File: src/rtl/mem_access.sv
// mem_access: MEM stage sequencing one load/store at a time over an addr_ok/data_ok data bus.
module mem_access (
  input  logic        clk,
  input  logic        rst,
  input  logic        ram_en,
  input  logic        ram_write_en,
  input  logic [3:0]  ram_write_sel,
  input  logic [31:0] ram_write_data,
  input  logic [2:0]  load_type,
  input  logic [31:0] result,
  input  logic        write_reg_en,
  input  logic [4:0]  write_reg_addr,
  input  logic        write_hilo_en,
  input  logic [31:0] write_hi_data,
  input  logic [31:0] write_lo_data,
  input  logic        hold_in,
  output logic        data_req,
  output logic        data_wr,
  output logic [3:0]  data_wstrb,
  output logic [31:0] data_addr,
  output logic [31:0] data_wdata,
  input  logic        data_addr_ok,
  input  logic        data_data_ok,
  input  logic [31:0] data_rdata,
  output logic [31:0] result_out,
  output logic        write_reg_en_out,
  output logic [4:0]  write_reg_addr_out,
  output logic        write_hilo_en_out,
  output logic [31:0] write_hi_data_out,
  output logic [31:0] write_lo_data_out,
  output logic        stall_request
);
  typedef enum logic [1:0] {IDLE, ADDR, DATA, DONE} state_t;
  state_t      r_state, w_next;
  logic [31:0] r_rdata_buf;
  logic [7:0]  w_byte;
  logic [15:0] w_half;
  logic [31:0] w_load;
  always_ff @(posedge clk) begin
    if (!rst) begin
      r_state     <= IDLE;
      r_rdata_buf <= '0;
    end else begin
      r_state <= w_next;
      if (r_state == DATA && data_data_ok) r_rdata_buf <= data_rdata;
    end
  end
  always_comb begin
    w_next        = r_state;
    data_req      = 1'b0;
    stall_request = 1'b0;
    case (r_state)
      IDLE: begin
        data_req      = ram_en;
        stall_request = ram_en;
        w_next        = ram_en ? (data_addr_ok ? DATA : ADDR) : IDLE;
      end
      ADDR: begin
        data_req      = 1'b1;
        stall_request = 1'b1;
        w_next        = data_addr_ok ? DATA : ADDR;
      end
      DATA: begin
        stall_request = 1'b1;
        w_next        = data_data_ok ? DONE : DATA;
      end
      default: w_next = hold_in ? DONE : IDLE;
    endcase
  end
  assign data_wr    = ram_write_en;
  assign data_addr  = {result[31:2], 2'b00};
  assign data_wstrb = ram_write_en ? ram_write_sel : 4'b0000;
  assign data_wdata = ram_write_data;
  assign w_byte = r_rdata_buf[{result[1:0], 3'b000} +: 8];
  assign w_half = r_rdata_buf[{result[1], 4'b0000} +: 16];
  // Encodings 5-7 fall through to a full-word load.
  assign w_load = load_type == 3'd1 ? {{24{w_byte[7]}}, w_byte} :
                  load_type == 3'd2 ? {24'b0, w_byte} :
                  load_type == 3'd3 ? {{16{w_half[15]}}, w_half} :
                  load_type == 3'd4 ? {16'b0, w_half} : r_rdata_buf;
  assign result_out         = (r_state == DONE && !ram_write_en) ? w_load : result;
  assign write_reg_en_out   = write_reg_en;
  assign write_reg_addr_out = write_reg_addr;
  assign write_hilo_en_out  = write_hilo_en;
  assign write_hi_data_out  = write_hi_data;
  assign write_lo_data_out  = write_lo_data;
endmodule

File: config.mk
export PLATFORM = sky130hd
export DESIGN_NAME = mem_access
export DESIGN_NICKNAME = d
export VERILOG_FILES = /design/src/rtl/mem_access.sv
export SDC_FILE = /design/constraint.sdc
export NUM_CORES = 1
export LEC_CHECK = 0
export CORE_AREA = 2 2 137 139
export DETAILED_ROUTE_END_ITERATION = 16
export DIE_AREA = 0 0 139 141
export GPL_ROUTABILITY_DRIVEN = 1
export SLEW_MARGIN = 10
export SYNTH_ARGS = -nofsm -noshare
export SYNTH_HDL_FRONTEND = slang
export SYNTH_SLANG_ARGS = --single-unit
File: constraint.sdc
create_clock -name clk -period 1.8 [get_ports clk]
set_input_delay 0.36 -clock clk [delete_from_list [all_inputs] [get_ports clk]]
set_output_delay 0.36 -clock clk [all_outputs]
set_load 0.05 [all_outputs]
* Word level (Yosys, flattened, before mapping)
Index checks and enable logic that the tools add are counted.
** Operators by class
- Order comparisons :: 0
- Div/mod/pow operators :: 0
- Shifts and indexed selects :: 2
- Multipliers :: 0
- Equality and inequality tests :: 7
- Bitwise operators :: 0
- Mux-type cells :: 13
- $add $sub $neg :: 0
- Reductions and logical operators :: 5
** Operators with widths (count)
- 32-bit 2-to-1 mux :: 5
- 32-bit by 6-bit indexed part select with 16-bit output :: 1
- 32-bit by 6-bit indexed part select with 8-bit output :: 1
- 3-bit by 2-bit == test with 1-bit output (second input constant) :: 2
- 2-bit 2-to-1 mux :: 3
- 2-bit one-hot mux with 3 select lines :: 1
- 2-bit == test (second input constant) :: 2
- 4-bit 2-to-1 mux :: 1
- 1-bit one-hot mux with 2 select lines :: 2
- 3-bit by 1-bit == test with 1-bit output (second input constant) :: 1
- 3-bit == test (second input constant) :: 1
- 2-bit by 1-bit == test with 1-bit output (second input constant) :: 1
- 1-bit logical AND :: 2
- 2-bit zero test :: 1
- 2-bit OR reduction :: 1
- 1-bit zero test :: 1
- 1-bit 2-to-1 mux :: 1
** Word-level totals
- Bits in read-only memories :: 0
- Bits in writable memories :: 0
- Memories kept :: 0
- Output and inout port bits :: 174
- Latch bits :: 0
- Bits of input ports :: 181
- Logic and storage cells :: 29
- Register bits :: 34

* Depth between registers and ports, before layout
- Word-level depth :: 6
- Depth in mapped cells :: 7
- Mapped depth without buffers :: 5

* Least setup slack after synthesis
Ideal clock, no wire load.
- Path kind :: input to output
- From :: input result[1]
- To :: output result_out[1]
- Data arrival time :: 2.303 ns
- Slack :: -0.863 ns
- Path buffers :: 2
- Stages :: 6
- Cell sequence :: buf_2 -> buf_2 -> nand3b_1 -> o211ai_1 -> o21ai_0 -> o21ai_0
** Between the ends
- Cells in the longest elaborated chain, start to end :: 6
- Elaborated cells on any way between the ends :: 7
** RTL lines
- from (decl) :: line 10 : input logic [31:0] result,
- 32-bit by 6-bit indexed part select with 16-bit output :: line 75 : assign w_half = r_rdata_buf[{result[1], 4'b0000} +: 16];
- 32-bit 2-to-1 mux :: line 80 : load_type == 3'd4 ? {16'b0, w_half} : r_rdata_buf;
- 32-bit 2-to-1 mux :: line 79 : load_type == 3'd3 ? {{16{w_half[15]}}, w_half} :
- 32-bit 2-to-1 mux :: line 78 : load_type == 3'd2 ? {24'b0, w_byte} :
- 32-bit 2-to-1 mux :: line 77 : assign w_load = load_type == 3'd1 ? {{24{w_byte[7]}}, w_byte} :
- 32-bit 2-to-1 mux (*) :: line 81 : assign result_out = (r_state == DONE && !ram_write_en) ? w_load : result;
- to (decl) :: line 25 : output logic [31:0] result_out,
Mark *: on every way between the ends. The rest lies on a longest branch, timed or not.

* Final worst setup path
- From :: register r_rdata_buf[31]
- To :: output result_out[15]
** Between the ends
- Cells in the longest elaborated chain, start to end :: 6
- Elaborated cells on any way between the ends :: 7
** RTL lines
- from (decl) :: line 35 : logic [31:0] r_rdata_buf;
- from (signal assigned) :: line 45 : if (r_state == DATA && data_data_ok) r_rdata_buf <= data_rdata;
- 32-bit by 6-bit indexed part select with 16-bit output :: line 75
- 32-bit 2-to-1 mux :: line 80
- 32-bit 2-to-1 mux :: line 79
- 32-bit 2-to-1 mux :: line 78
- 32-bit 2-to-1 mux (*) :: line 77
- 32-bit 2-to-1 mux (*) :: line 81
Marked as above.

==> metrics.md <==
| Metric | Value |
|---|---|
| Run status | finished with violations |
| Violations in the final reports | negative setup slack |
| Count of routing violations after the opening detailed-route iteration | 116 |
| Pin count of the biggest net entering global routing | 34 |
| Synthesized area | 0.003590 sq mm |
| Post-synthesis instance total | 486 |
| Seq. cell area | 688.2 sq um |
| Critical path's most frequent cell | buf_12 |
| Die Width | 139 microns |
| Clock network latency to the later pin of the worst-skew pair | 0.28 ns |
| Dominant delay contributor by cell family on the critical path | multiplexers |
| Post-synth EDFFs | 0 |
| Worst-path clk slew | 0.05 ns |
| Fmax achieved | 454.7 MHz |
| Number of sinks on the clock net | 34 |
| Syn. warnings | 0 |
| Number of nets in the layout | 742 |
| First-pass GRT wire length | 20.51 mm |
| WL per Instance | 17.28 microns |
| Capturing element type of the critical path | primary output |
| Kind of critical path | flip-flop to primary output |
| Growth of design area from synthesis to finish | 85.64% |
| Multi-input gate area in the final layout | 0.002421 sq mm |
| Req. time, crit path | 1.44 ns |
| Final worst path period share | 122.2% |
| Global placement routability congestion | 0.8574 |
| Die Height | 141 microns |
| DRT antenna net count | 0 |
| MaxCap Viol Count | 0 |
| Area enclosed by the die boundary | 0.01960 sq mm |
| Clock Tree Buf Depth | 2 |
| Dominant register cell in the synthesized netlist | dfxtp_1 |
| Standard cell core area | 0.01827 sq mm |
| P per Cell Area | 527.4 mW/mm^2 |
| Path category of the worst min-delay check | flip-flop to flip-flop |
| Mean cell area of the mapped netlist | 7.386 sq um |
| Critical path cell sequence | mux4_2 -> and3_4 -> nor2_4 -> buf_12 -> a21oi_2 -> buf_12 |
| H-tree levels | 2 |
| Final setup fails | 32 |
| DRC errors left | 0 |
| Number of global-route vias before repair | 3506 |
| Proportion of layout cells with a drive suffix above 1 | 47.22% |
| Standard cell area after detailed placement | 0.005813 sq mm |
| Share of synthesized area occupied by flip-flops and latches | 18.96% |
| Area of all placed cells without fillers | 0.006664 sq mm |
| Worst VDD drop | 0.0003037 V |
| Crit-path max cell delay | 0.48 ns |
| Dpl hpwl | 10.70 mm |
| Drt pass-1 iters | 4 |
| Final clock skew | 0.004384 ns |
| Top-Level Pins | 355 |
| Post-layout min period | 2.199 ns |
| Async S/R FF share, synth | 0% |
| Count of input and output buffers | 146 |
| Site Rows | 50 |
| Distinct cells, synth | 42 |
| Seq cells post-synth | 34 |
| Effective utilization at floorplan | 19.65% |
| Global route overflow | 0 |
| Root buffer selected by CTS | clkbuf_16 |
| Setup slack after layout | -0.3993 ns |
| Share of the core filled with cells in the final layout | 36.48% |
| Setup repair after global routing missed its margin | true |
| Via count | 3503 |
| FILL cells | 1794 |
| Total global-route track usage | 13.49% |
| Endpoints failing hold | 0 |
| Number of max-slew violations in the final report | 0 |
| Cts bufs inserted | 5 |
| Cell with the biggest individual delay on the critical path | mux4_2 |
| Kind of start point of the critical path | flip-flop |
| Endpoint arrival time on the critical path | 1.84 ns |
| Post-detailed-route via-to-cell ratio | 4.423 |
| Static leakage power | 2.512 nW |
| Buf/Inv on CP | 2 |
| TritonCTS clock tree | built |
| Drt total wl | 13.68 mm |
| Initial antenna violation count | 1 |
| Largest fanout of any net on the critical path | 8 |
-- through the flow --
step                setup slack (ns)  cells  power (W)  setup TNS [ns]  hold slack (ns)
finish                       -0.3993    792   0.003515          -10.65           0.4969
global route                 -0.4355    792   0.003648          -11.99           0.5195
CTS                          -0.4083    789   0.003469          -11.49           0.4939
detailed placement           -0.8097    768   0.002482          -22.96           0.4768
global placement             -0.7281    768   0.002475          -21.98           0.4718
floorplan                    -0.2581    487   0.002289          -6.634           0.4504
-- metal layers --
layer | routed length (microns) | GRT usage [%]
met1 | 5462 | 15.84
met2 | 6621 | 22.48
met3 | 1045 | 4.110
met4 | 555 | 6.592
met5 | 0 | 0
-- worst reg2reg max path: stages, from the launching register on --
cell and delay [ns]:
dfxtp_2 0.32, buf_6 0.12, inv_4 0.05, ha_1 0.18, and2_1 0.18, buf_12 0.19
nand2_1 0.08, a21boi_0 0.19
-- final timing paths --
| path | from | endpoint | slack (ns) | depth (start not counted) |
|---|---|---|---|---|
| hold / removal | r_rdata_buf[9]$_SDFFE_PN0P_ | r_rdata_buf[9]$_SDFFE_PN0P_ | 0.50 | 2 |
| hold reg to reg | r_rdata_buf[9]$_SDFFE_PN0P_ | r_rdata_buf[9]$_SDFFE_PN0P_ | 0.50 | 2 |
| setup / recovery | r_rdata_buf[31]$_SDFFE_PN0P_ | result_out[15] | -0.40 | 6 |
| setup reg to reg | r_state[0]$_SDFF_PN0_ | r_rdata_buf[2]$_SDFFE_PN0P_ | 0.39 | 7 |
-- power breakdown --
| part | internal [W] | switching, W |
|---|---|---|
| clock network | 0.000548 | 0.000310 |
| logic | 0.000916 | 0.000907 |
| registers | 0.000793 | 0.0000409 |
-- Yosys cell counts (2+ instances only) --
cell type | n | area [sq um]
inv_1 | 5 | 18.77
nand2b_1 | 2 | 12.51
dfxtp_1 | 34 | 680.7
clkbuf_1 | 19 | 71.32
o21ai_0 | 21 | 105.1
a21boi_0 | 32 | 240.2
o22ai_1 | 7 | 43.79
and2_1 | 5 | 31.28
o2bb2ai_1 | 16 | 140.1
o21ai_1 | 11 | 55.05
ha_1 | 5 | 62.56
buf_2 | 5 | 25.02
a21oi_1 | 33 | 165.2
o211ai_1 | 2 | 15.01
a21oi_2 | 10 | 87.58
mux2i_1 | 2 | 20.02
mux4_2 | 7 | 157.7
nand2_1 | 90 | 337.8
buf_4 | 137 | 1028
buf_6 | 3 | 33.78
nor2_1 | 12 | 45.04
a22oi_1 | 8 | 60.06
-- cell type report --
cell class                 instances  share of cell area (%)
multi-input combinational        283                   36.33
clock inverter                     1                 0.07510
inverter                           5                  0.3192
tap                              234                   4.394
antenna                            1                 0.03755
timing repair buffer             227                   46.38
sequential                        34                   10.33
clock buffer                       7                   2.140
-- sequential cells by signal, summed over array words and instances, names as in the netlist --
signal,cells
r_rdata_buf,32
r_state,2
-- timing repair --
item | CTS | global route
gates resized for setup | 95 | 41
hold buffers | 0 | 0
pin swaps | 25 | 20
buffers inserted | 11 | 3
gates cloned | 6 | 0
setup endpoints to repair | 33 | 33
-- logic make-up after synthesis --
kind of cell / after synthesis / share of synthesized area (%)
adders and majority gates: 5 / 1.743
muxes: 9 / 4.949
buffers and inverters: 170 / 32.90
other: 1 / 0.1045
xor gates and xnor gates: 2 / 0.4881
AOI/OAI and AO/OA: 147 / 26.98
and+or+nand+nor: 118 / 13.87
DFF: 34 / 18.96
-- placed cells by master (no fill, tap or decap), types with 2 or more instances in the layout --
cell / synthesis / routed
a22oi_2: 0 / 8
clkbuf_16: 0 / 6
mux2i_1: 2 / 2
a21oi_4: 0 / 17
a21boi_0: 32 / 32
dfxtp_2: 0 / 6
inv_1: 5 / 3
o211ai_1: 2 / 2
buf_6: 3 / 16
o21ai_2: 0 / 7
a21oi_2: 10 / 8
nor2_1: 12 / 12
buf_16: 0 / 3
conb_1: 1 / 2
o22ai_4: 0 / 2
buf_4: 137 / 48
and2_1: 5 / 5
o22ai_2: 0 / 4
dfxtp_1: 34 / 28
nand2_1: 90 / 89
clkdlybuf4s50_1: 0 / 71
o2bb2ai_1: 16 / 16
ha_1: 5 / 3
buf_8: 0 / 4
buf_12: 0 / 81
o21ai_4: 0 / 24
mux4_2: 7 / 7
a21oi_1: 33 / 18
Power figures use the tool's default switching activity.
